### src/rtl/laser_score.sv
// laser_score: scores a two-circle placement by snooping the placer's point
// stream, latching the circle centers on DONE_IN, then counting the points
// covered by each circle and by their union, one point per cycle.
//
// state   | meaning
// --------+--------------------------------------------------------------
// S_IDLE  | after reset; first edge stores point 0
// S_LOAD  | storing points 1..NPTS-1 from X/Y
// S_WAIT  | stream captured, waiting for placer DONE_IN
// S_EVAL  | scoring one stored point per edge against the latched centers
// S_HOLD  | results final and frozen until RST
module laser_score #(
  parameter int NPTS      = 40,
  parameter int RADIUS_SQ = 16
) (
  input  logic       CLK,
  input  logic       RST,
  input  logic [3:0] X,
  input  logic [3:0] Y,
  input  logic [3:0] C1X,
  input  logic [3:0] C1Y,
  input  logic [3:0] C2X,
  input  logic [3:0] C2Y,
  input  logic       DONE_IN,
  output logic [5:0] CNT1,
  output logic [5:0] CNT2,
  output logic [5:0] SCORE,
  output logic       VALID,
  output logic       BUSY
);

  typedef enum logic [2:0] {
    S_IDLE,
    S_LOAD,
    S_WAIT,
    S_EVAL,
    S_HOLD
  } state_t;

  localparam logic [5:0] LAST_IDX = 6'(NPTS - 1);
  localparam logic [8:0] R_SQ     = 9'(RADIUS_SQ);

  state_t     state_q, state_d;
  logic [5:0] idx_q, idx_d;
  logic [5:0] acc1_q, acc1_d;
  logic [5:0] acc2_q, acc2_d;
  logic [5:0] accu_q, accu_d;
  logic [3:0] c1x_q, c1x_d, c1y_q, c1y_d;
  logic [3:0] c2x_q, c2x_d, c2y_q, c2y_d;
  logic [5:0] cnt1_q, cnt1_d;
  logic [5:0] cnt2_q, cnt2_d;
  logic [5:0] score_q, score_d;
  logic       valid_q, valid_d;
  logic       busy_q, busy_d;

  logic [7:0] pts_q [NPTS];
  logic       pt_we;
  logic [7:0] cur_pt;
  logic [8:0] d1_sq, d2_sq;
  logic       hit1, hit2;

  // Squared distance kept at full 9-bit width so far-away centers never wrap
  // back inside the radius.
  function automatic logic [8:0] dist_sq(input logic [3:0] px, input logic [3:0] py,
                                         input logic [3:0] cx, input logic [3:0] cy);
    logic [3:0] dx, dy;
    logic [7:0] dx2, dy2;
    dx  = (px >= cx) ? (px - cx) : (cx - px);
    dy  = (py >= cy) ? (py - cy) : (cy - py);
    dx2 = {4'b0, dx} * {4'b0, dx};
    dy2 = {4'b0, dy} * {4'b0, dy};
    return {1'b0, dx2} + {1'b0, dy2};
  endfunction

  // Coverage test of the currently indexed stored point against both centers.
  always_comb begin
    cur_pt = pts_q[idx_q];
    d1_sq  = dist_sq(cur_pt[3:0], cur_pt[7:4], c1x_q, c1y_q);
    d2_sq  = dist_sq(cur_pt[3:0], cur_pt[7:4], c2x_q, c2y_q);
    hit1   = (d1_sq <= R_SQ);
    hit2   = (d2_sq <= R_SQ);
  end

  // Next-state and next-output logic for the sequencing FSM.
  always_comb begin
    state_d = state_q;
    idx_d   = idx_q;
    acc1_d  = acc1_q;
    acc2_d  = acc2_q;
    accu_d  = accu_q;
    c1x_d   = c1x_q;
    c1y_d   = c1y_q;
    c2x_d   = c2x_q;
    c2y_d   = c2y_q;
    cnt1_d  = cnt1_q;
    cnt2_d  = cnt2_q;
    score_d = score_q;
    valid_d = valid_q;
    busy_d  = busy_q;
    pt_we   = 1'b0;

    if (RST) begin
      state_d = S_IDLE;
      idx_d   = '0;
      acc1_d  = '0;
      acc2_d  = '0;
      accu_d  = '0;
      cnt1_d  = '0;
      cnt2_d  = '0;
      score_d = '0;
      valid_d = 1'b0;
      busy_d  = 1'b0;
    end else begin
      case (state_q)
        S_IDLE: begin
          pt_we   = 1'b1;
          idx_d   = 6'd1;
          busy_d  = 1'b1;
          state_d = S_LOAD;
        end
        S_LOAD: begin
          pt_we = 1'b1;
          if (idx_q == LAST_IDX) begin
            idx_d   = '0;
            busy_d  = 1'b0;
            state_d = S_WAIT;
          end else begin
            idx_d = idx_q + 6'd1;
          end
        end
        S_WAIT: begin
          if (DONE_IN) begin
            c1x_d   = C1X;
            c1y_d   = C1Y;
            c2x_d   = C2X;
            c2y_d   = C2Y;
            idx_d   = '0;
            acc1_d  = '0;
            acc2_d  = '0;
            accu_d  = '0;
            busy_d  = 1'b1;
            state_d = S_EVAL;
          end
        end
        S_EVAL: begin
          acc1_d = acc1_q + {5'b0, hit1};
          acc2_d = acc2_q + {5'b0, hit2};
          accu_d = accu_q + {5'b0, hit1 | hit2};
          if (idx_q == LAST_IDX) begin
            cnt1_d  = acc1_d;
            cnt2_d  = acc2_d;
            score_d = accu_d;
            valid_d = 1'b1;
            busy_d  = 1'b0;
            state_d = S_HOLD;
          end else begin
            idx_d = idx_q + 6'd1;
          end
        end
        S_HOLD: begin
          state_d = S_HOLD;
        end
        default: begin
          state_d = S_IDLE;
        end
      endcase
    end
  end

  // State, accumulator, latched-center and output registers.
  always_ff @(posedge CLK) begin
    state_q <= state_d;
    idx_q   <= idx_d;
    acc1_q  <= acc1_d;
    acc2_q  <= acc2_d;
    accu_q  <= accu_d;
    c1x_q   <= c1x_d;
    c1y_q   <= c1y_d;
    c2x_q   <= c2x_d;
    c2y_q   <= c2y_d;
    cnt1_q  <= cnt1_d;
    cnt2_q  <= cnt2_d;
    score_q <= score_d;
    valid_q <= valid_d;
    busy_q  <= busy_d;
  end

  // Point storage; contents are don't-care until rewritten after reset.
  always_ff @(posedge CLK) begin
    if (pt_we) begin
      pts_q[idx_q] <= {Y, X};
    end
  end

  assign CNT1  = cnt1_q;
  assign CNT2  = cnt2_q;
  assign SCORE = score_q;
  assign VALID = valid_q;
  assign BUSY  = busy_q;

endmodule

### config.mk
export PLATFORM = sky130hd
export DESIGN_NAME = laser_score
export DESIGN_NICKNAME = d
export VERILOG_FILES = /design/src/rtl/laser_score.sv
export SDC_FILE = /design/constraint.sdc
export NUM_CORES = 1
export LEC_CHECK = 0
export CAP_MARGIN = 10
export CORE_MARGIN = 2
export CORE_UTILIZATION = 30
export CTS_CLUSTER_DIAMETER = 60
export DETAILED_ROUTE_END_ITERATION = 16
export GPL_ROUTABILITY_DRIVEN = 0
export PLACE_DENSITY = 0.44
export SLEW_MARGIN = 20
export SYNTH_ARGS = -nofsm -noshare
export SYNTH_HDL_FRONTEND = slang
export SYNTH_SLANG_ARGS = --single-unit
### constraint.sdc
create_clock -name CLK -period 8.55 [get_ports CLK]
set_clock_uncertainty 0.2 [all_clocks]
set_input_delay 1.2825 -clock CLK [delete_from_list [all_inputs] [get_ports CLK]]
set_output_delay 1.2825 -clock CLK [all_outputs]
set_load 0.01 [all_outputs]
==> results of run 1 <==
through the flow:
stage,setup WS (ns),hold WS [ns],cells
2_1_floorplan,0.468,0.272,1267
6_report,0.391,0.270,2211
3_5_place_dp,-0.0307,0.267,2101
4_1_cts,0.0107,0.278,2182
5_1_grt,-0.0554,0.313,2210
3_3_place_gp,0.00247,0.263,2101
power groups by stage:
stage / Combinational (uW) / Clock, uW / Sequential, uW
3_3_place_gp: 1030 / 0 / 2110
6_report: 1090 / 1890 / 2070
3_5_place_dp: 1040 / 0 / 2110
4_1_cts: 1050 / 1940 / 2070
5_1_grt: 1250 / 2010 / 2070
2_1_floorplan: 692 / 0 / 2110
registers in the layout (all words and copies together) (netlist names), named ones only:
register	cells
c1x_q	4
c2y_q	4
acc2_q	6
CNT1	6
acc1_q	6
idx_q	6
c2x_q	4
state_q	3
SCORE	6
accu_q	6
pts_q	320
VALID	1
c1y_q	4
CNT2	6
BUSY	1
worst register-to-register path: cells and delay by family, from the launching register on:
family / cells / cell delay, ns
fa+ha+maj: 10 / 3.57
compound gates: 8 / 1.30
simple gates: 6 / 1.01
buf+inv: 8 / 0.83
flops: 1 / 0.42
mux: 2 / 0.40
xor+xnor: 2 / 0.31
repair_timing:
action	4_1_cts	5_1_grt
hold buffers	0	0
gates resized for setup	4	89
buffers inserted	0	22
pin swaps	0	17
gates cloned	0	6
setup endpoints to repair	5	33
per-layer routing:
| metal | track usage, % | up-vias | share of wire, % |
|---|---|---|---|
| li1 | - | 5003 | - |
| met1 | 19.4 | 5325 | 47 |
| met2 | 23.1 | 179 | 47 |
| met3 | 2.47 | 58 | 4.3 |
| met4 | 4.20 | 0 | 1.9 |
| met5 | 0 | - | 0 |
cell type report:
class	instances	area share, %
timing repair buffer	147	6.82
sequential	389	50.9
tap	773	4.42
multi-input combinational	741	29.9
inverter	79	1.35
clock buffer	60	5.72
antenna	1	0.0114
clock inverter	21	0.868
final timing paths:
kind,from,slack [ns],end,cells past startpoint
setup / recovery,flip-flop,0.39,acc1_q[4],36
hold / removal,VALID,0.27,VALID,2
setup reg to reg,flip-flop,0.39,acc1_q[4],36
hold reg to reg,VALID,0.27,VALID,2
cell usage in the layout (no fill, tap or decap), drive strengths merged, types with 7 or more instances in the layout:
| cell type | n |
|---|---|
| clkdlybuf4s50 | 42 |
| dfxtp | 53 |
| or2 | 10 |
| buf | 99 |
| clkbuf | 66 |
| nor2b | 28 |
| and2 | 7 |
| ha | 69 |
| nor2 | 113 |
| nand2b | 11 |
| fa | 30 |
| xnor2 | 14 |
| nand2 | 24 |
| clkinv | 14 |
| inv | 82 |
| a22oi | 72 |
| xor2 | 7 |
| mux4 | 16 |
| a21oi | 54 |
| nand3 | 14 |
| mux2 | 8 |
| o21ai | 25 |
| edfxtp | 336 |
| mux2i | 149 |
| nor3 | 17 |
cells by family after synthesis:
family / Yosys count / share of synthesized area, %
simple gates: 252 / 6.94
compound gates: 196 / 7.40
fa+ha+maj: 99 / 8.17
buf+inv: 137 / 3.39
xor+xnor: 21 / 1.03
flops: 389 / 62.2
mux: 173 / 10.8
==> metrics.txt, run 1 <==
sequential cell area=11200 sq um; setup TNS=0 ns; Multi-input gate area=6550 sq um; initial antenna violation count=0; initial DRC count=663; relative slew slack=32.9%; final core occ=37.1%; largest cells by area after synthesis=edfxtp_1 (56%), mux2i_1 (8.3%), dfxtp_1 (5.9%); pin count of the biggest net entering global routing=49; final-report setup violation count=0; post-route cell area=21900 sq um; EDFF count, synth=336; routed vias=10600; Pleak=0.00768 uW; Vias/cell=4.78; drt total wl=44600 microns; # H-tree levels=2; CTS buffer count=46; Net Count, Synth=1393; routed len/inst=20.2 microns; Logic pwr share=21.6%; Worst Path Buf+Inv=8; Hold Fails Final Rpt=0; row count=89; cells after synthesis=1267; Most Frequent Cell on Critical Path=fa_1; chip width=248 microns; Peak Freq=0.123 GHz; CTS tree=built; max cap viols=0; internal power=3700 uW; area grow syn2layout=22.3%; crit path kind=reg -> reg; pins over their slew limit=0; Clock Sinks=389; YS warnings=0; Reg clk slew, reported paths=0.06 ns; Req. time, crit path=8.79 ns; Synth cell types=56; Yosys top cell area share=56.3%; most frequent cells after synthesis=edfxtp_1 (336), mux2i_1 (149), nor2_1 (111); clock latency on the worst-skew pair=0.58 ns; status=completed; Reg power frac=41.0%; HP Class=reg -> reg; TritonRoute pass-1 iters=8; Yosys top cell by area=edfxtp_1; Die Span Y=248 microns; critical path's slowest cell=or4b_2; Crit. End Element=flip-flop; Final Cycle Share=95.4%; fin nets=1530; Post-route DRC=0; number of port buffers=46; critical path launch point type=flip-flop; Avg Inst Size Synth=14.1 sq um; global-route wire length before repair=65800 microns; WP data arrival=8.40 ns; area of the die=61700 sq um; fin crit period=8.16 ns; layout cells sized above 1=19.9%; Mapped Area=17900 sq um; Max Root-Sink Buffers=3; FF+latch count, synth=389; total congestion overflow=0; initial core utilization=30.4%; I/O pins=47; Crit path max-delay family=adder cells; pwr dens=231 nW/um^2; Sw Pwr=1360 uW; Worst Tran Pin Value=1.01 ns; count leader, synth=edfxtp_1; Fillers=5672; clock root buffer=clkbuf_16; slowest stage delay, CP=0.62 ns; placed cell areas=19700 sq um; Pwr Total=5060 uW; area of the core=59000 sq um; antenna-violating nets left=0; Clock Power Share=37.4%; Post-synth top flop=edfxtp_1; Total Routing Usage GR=14.2%; number of global-route vias before repair=11000; crit path max fanout=6; ys async rst share=0%; sequential share of the synthesized area=62.2%; sw frac=26.9%; maximum VDD drop=0.000132 V; dpl hpwl=28600 microns
(Power assumes the default switching activity.)
==> run 2, diff against run 1 <==
- SKIP_CTS_REPAIR_TIMING: not set -> 1
==> run 2 against run 1 <==
Net effect: global-route usage barely moved; non-clock buffer count stayed put; via count barely moved; routed wire length barely moved; worst setup slack improved by 0.0016 ns; total power about the same; first-iteration DRC count increased by 1.2%; critical path depth stayed put; die area unchanged; highest routed layer unchanged; utilization about the same; count of clock-buffer cells in the layout stayed put.
==> metrics.txt, run 2 (synthesis results as in run 1) <==
slowest stage delay, CP=0.62 ns; Vias/cell=4.78; area of the core=59000 sq um; Peak Freq=0.123 GHz; routed vias=10600; Final Cycle Share=95.4%; pin count of the biggest net entering global routing=49; CP Depth=36; Worst Path Buf+Inv=8; Total Routing Usage GR=14.2%; sequential cell area=11200 sq um; initial core utilization=30.4%; critical path's slowest cell=or4b_2; TritonRoute pass-1 iters=8; Crit. End Element=flip-flop; global-route wire length before repair=65800 microns; CTS buffer count=46; clock latency on the worst-skew pair=0.58 ns; row count=89; pwr dens=231 nW/um^2; number of port buffers=46; Worst Reg-to-Reg Cells=36; flop2flop setup slack=0.39 ns; Pleak=0.00768 uW; max reg flops=320; fin nets=1530; maximum VDD drop=0.000132 V; Logic pwr share=21.6%; commonest non-fill, non-tap cell in the layout=edfxtp_1; Reg power frac=41.0%; placed cells=2101; Fillers=5671; antenna-violating nets left=0; final cell count without fillers=2211; area of the die=61700 sq um; Worst Tran Pin Value=1.01 ns; Sw Pwr=1360 uW; status=completed; initial DRC count=671; sw frac=26.9%; crit path max fanout=6; area grow syn2layout=22.2%; HP Class=reg -> reg; Req. time, crit path=8.79 ns; relative slew slack=32.9%; Crit path max-delay family=adder cells; number of global-route vias before repair=11000; routed len/inst=20.2 microns; Max Root-Sink Buffers=3; hold endpoint=VALID; Post-route DRC=0; dpl hpwl=28600 microns; Reg clk slew, reported paths=0.06 ns; final core occ=37.1%; fin crit period=8.16 ns; most frequent cells in the layout=edfxtp_1 (336), mux2i_1 (138), nor2_1 (110); total congestion overflow=0; chip width=248 microns; I/O pins=47; # H-tree levels=2; Hold Crit Depth=2; clock root buffer=clkbuf_16; drt total wl=44600 microns; Clock Power Share=37.4%; Largest Register=pts_q; worst hold start=VALID; CTS tree=built; internal power=3700 uW; Multi-input gate area=6540 sq um; max cap viols=0; Most Frequent Cell on Critical Path=fa_1; WP data arrival=8.40 ns; pins over their slew limit=0; Pwr Total=5060 uW; Die Span Y=248 microns; Clock Sinks=389; critical path launch point type=flip-flop; Hold Fails Final Rpt=0; final-report setup violation count=0; reg2reg end=acc1_q[4]; initial antenna violation count=0; layout cells sized above 1=19.8%; crit path kind=reg -> reg
run 2: worst register-to-register path: cells and delay by family, from the launching register on:
family	cells	cell delay (ns)
buf+inv	8	0.83
compound gates	8	1.30
fa+ha+maj	10	3.57
xor+xnor	2	0.31
mux	2	0.40
simple gates	6	1.01
flops	1	0.42
run 2: how the worst max path moves through the flow:
stage / slack (ns) / to / startpoint
floorplan: 0.47 / SCORE[4] / flip-flop
global placement: 0.002 / CNT2[4] / flip-flop
detailed placement: -0.03 / CNT2[4] / flip-flop
CTS: -0.07 / CNT2[4] / flip-flop
global route: -0.06 / SCORE[4] / flip-flop
finish: 0.39 / acc1_q[4] / flip-flop
run 2: final cells by class:
type	count	share of cell area, %
flip-flops and latches	389	50.9
multi-input cells	741	29.9
repair buffers	147	6.82
clock buffers	60	5.72
well taps	773	4.42
inverters	79	1.35
clock inverters	21	0.868
diodes	1	0.0114
run 2: power by group through the flow:
stage | Sequential (uW) | Clock (uW) | Combinational, uW
2_1_floorplan | 2110 | 0 | 692
3_3_place_gp | 2110 | 0 | 1030
3_5_place_dp | 2110 | 0 | 1040
4_1_cts | 2070 | 1940 | 1050
5_1_grt | 2070 | 2010 | 1250
6_report | 2070 | 1890 | 1090
run 2: per-stage QoR:
| stage | instance area (sq um) | setup WS (ns) | TNS [ns] | hold WS, ns |
|---|---|---|---|---|
| floorplan | 17900 | 0.468 | 0 | 0.272 |
| global placement | 19700 | 0.00247 | 0 | 0.263 |
| detailed placement | 19700 | -0.0307 | -0.0455 | 0.267 |
| CTS | 21100 | -0.0707 | -0.162 | 0.278 |
| global route | 21900 | -0.0587 | -0.160 | 0.313 |
| finish | 21900 | 0.393 | 0 | 0.270 |
run 2: per-layer routing:
layer  part of all wire [%]  track usage (%)
met4                    1.9             4.20
met5                      0                0
met3                    4.3             2.47
met1                     47             19.4
met2                     47             23.1
==> run 3, diff against run 2 <==
- RECOVER_POWER: not set -> 50
==> run 3 against run 2 <==
Net effect: the run now ends with capacitance limit, slew limit left; register-to-register slack lost 0.02 ns; hold slack worse by 0.0055 ns; die area unchanged; global-route usage unchanged; sequential share of layout area is 0.11 points higher; flip-flop and latch count stayed put; clock power about the same; count of clock-buffer cells in the layout unchanged; fmax decreased by 0.24%; largest cell class unchanged.
==> metrics.txt, run 3 (synthesis results as in run 1) <==
global-route wire length before repair=65800 microns; status=finished, violations left; Hold Crit Depth=2; Multi-input gate area=6520 sq um; I/O pins=47; reg2reg end=SCORE[2]; Pwr Total=5060 uW; area of the die=61700 sq um; CTS tree=built; layout cells sized above 1=19.0%; Hold WS=0.264 ns; clock root buffer=clkbuf_16; post-route cell area=21900 sq um; final cell count without fillers=2210; Pleak=0.00767 uW; row count=89; Worst Tran Pin Value=2.10 ns; worst hold start=VALID; # H-tree levels=2; Most Frequent Cell on Critical Path=fa_1; chip width=248 microns; initial DRC count=695; crit path kind=reg -> reg; fin nets=1530; critical path launch point type=flip-flop; Die Span Y=248 microns; placed cells=2101; Clock Sinks=389; max cap viols=9; area of the core=59000 sq um; Peak Freq=0.122 GHz; Worst Reg-to-Reg Cells=34; Total Routing Usage GR=14.2%; HP Class=reg -> reg; critical path's slowest cell=or4b_2; total congestion overflow=0; relative slew slack=-40.3%; pin count of the biggest net entering global routing=49; Vias/cell=4.78; area grow syn2layout=22.0%; dpl hpwl=28600 microns; hold endpoint=VALID; Final Cycle Share=95.6%; Crit. End Element=flip-flop; drt total wl=44500 microns; clock latency on the worst-skew pair=0.58 ns; placed cell areas=19700 sq um; Hold Fails Final Rpt=0; most frequent cells in the layout=edfxtp_1 (336), mux2i_1 (138), nor2_1 (112); CTS buffer count=46; final-report setup violation count=0; WP data arrival=8.34 ns; Max Root-Sink Buffers=3; maximum VDD drop=0.000133 V; commonest non-fill, non-tap cell in the layout=edfxtp_1; antenna-violating nets left=0; TritonRoute pass-1 iters=5; number of port buffers=46; sequential cell area=11200 sq um; pins over their slew limit=352; final core occ=37.0%; Post-route DRC=0; routed len/inst=20.1 microns; Fillers=5681; initial antenna violation count=0; Req. time, crit path=8.71 ns; number of global-route vias before repair=11000; max reg flops=320; crit path max fanout=6; Reg clk slew, reported paths=0.06 ns; slowest stage delay, CP=0.62 ns; fin crit period=8.18 ns; number of diodes=0; initial core utilization=30.4%; routed vias=10600; violated checks=capacitance limit, slew limit; flop2flop setup slack=0.37 ns; Largest Register=pts_q; pwr dens=232 nW/um^2
==> run 3: cell count changes in the layout (fill, tap and decap cells not counted) <==
cell | before | now
buf_2 | 4 | 1
buf_4 | 78 | 73
clkbuf_1 | 9 | 17
clkdlybuf4s50_1 | 42 | 17
diode_2 | 1 | 0
dlygate4sd3_1 | 0 | 25
nor2_1 | 110 | 112
nor2_4 | 2 | 0
o311ai_0 | 0 | 1
o311ai_2 | 1 | 0
==> run 3: stage by stage <==
step | TNS (ns) | setup WS, ns
2_1_floorplan | 0 | 0.468
6_report | 0 | 0.373
3_3_place_gp | 0 | 0.00247
3_5_place_dp | -0.0455 | -0.0307
5_1_grt | -0.286 | -0.0672
4_1_cts | -0.162 | -0.0707
==> run 3: worst max path at each step <==
stage                   start        to  slack (ns)  cells past startpoint
floorplan           flip-flop  SCORE[4]        0.47                     31
global placement    flip-flop   CNT2[4]       0.002                     35
detailed placement  flip-flop   CNT2[4]       -0.03                     35
CTS                 flip-flop   CNT2[4]       -0.07                     35
global route        flip-flop   CNT1[5]       -0.07                     36
finish              flip-flop  SCORE[2]        0.37                     34
==> run 3: routing by layer <==
metal  vias to the layer above  track usage (%)  share of wire [%]
met5                         -                0                  0
met4                         0             4.20                2.0
met3                        60             2.47                3.9
met2                       172             23.1                 47
met1                      5337             19.4                 47
li1                       5005                -                  -
==> run 3: where the power goes <==
| group | switching (uW) | internal [uW] |
|---|---|---|
| Combinational | 579 | 509 |
| Sequential | 6.35 | 2070 |
| Clock | 775 | 1120 |
| Total | 1360 | 3700 |
==> run 3: critical path: cells and delay by family (launching register included) <==
family	cells	cell delay (ns)
DFF	1	0.42
AOI/OAI and AO/OA	8	1.20
adders and majority gates	10	3.63
and+or+nand+nor	5	1.13
muxes	2	0.40
xor gates and xnor gates	1	0.16
buffers and inverters	8	0.84
==> run 3: final cells by class <==
| type | count | area share (%) |
|---|---|---|
| Inverter | 79 | 1.36 |
| Clock inverter | 21 | 0.870 |
| Clock buffer | 60 | 5.73 |
| Tap cell | 773 | 4.43 |
| Sequential cell | 389 | 51.1 |
| Timing Repair Buffer | 147 | 6.73 |
| Multi-Input combinational cell | 741 | 29.8 |
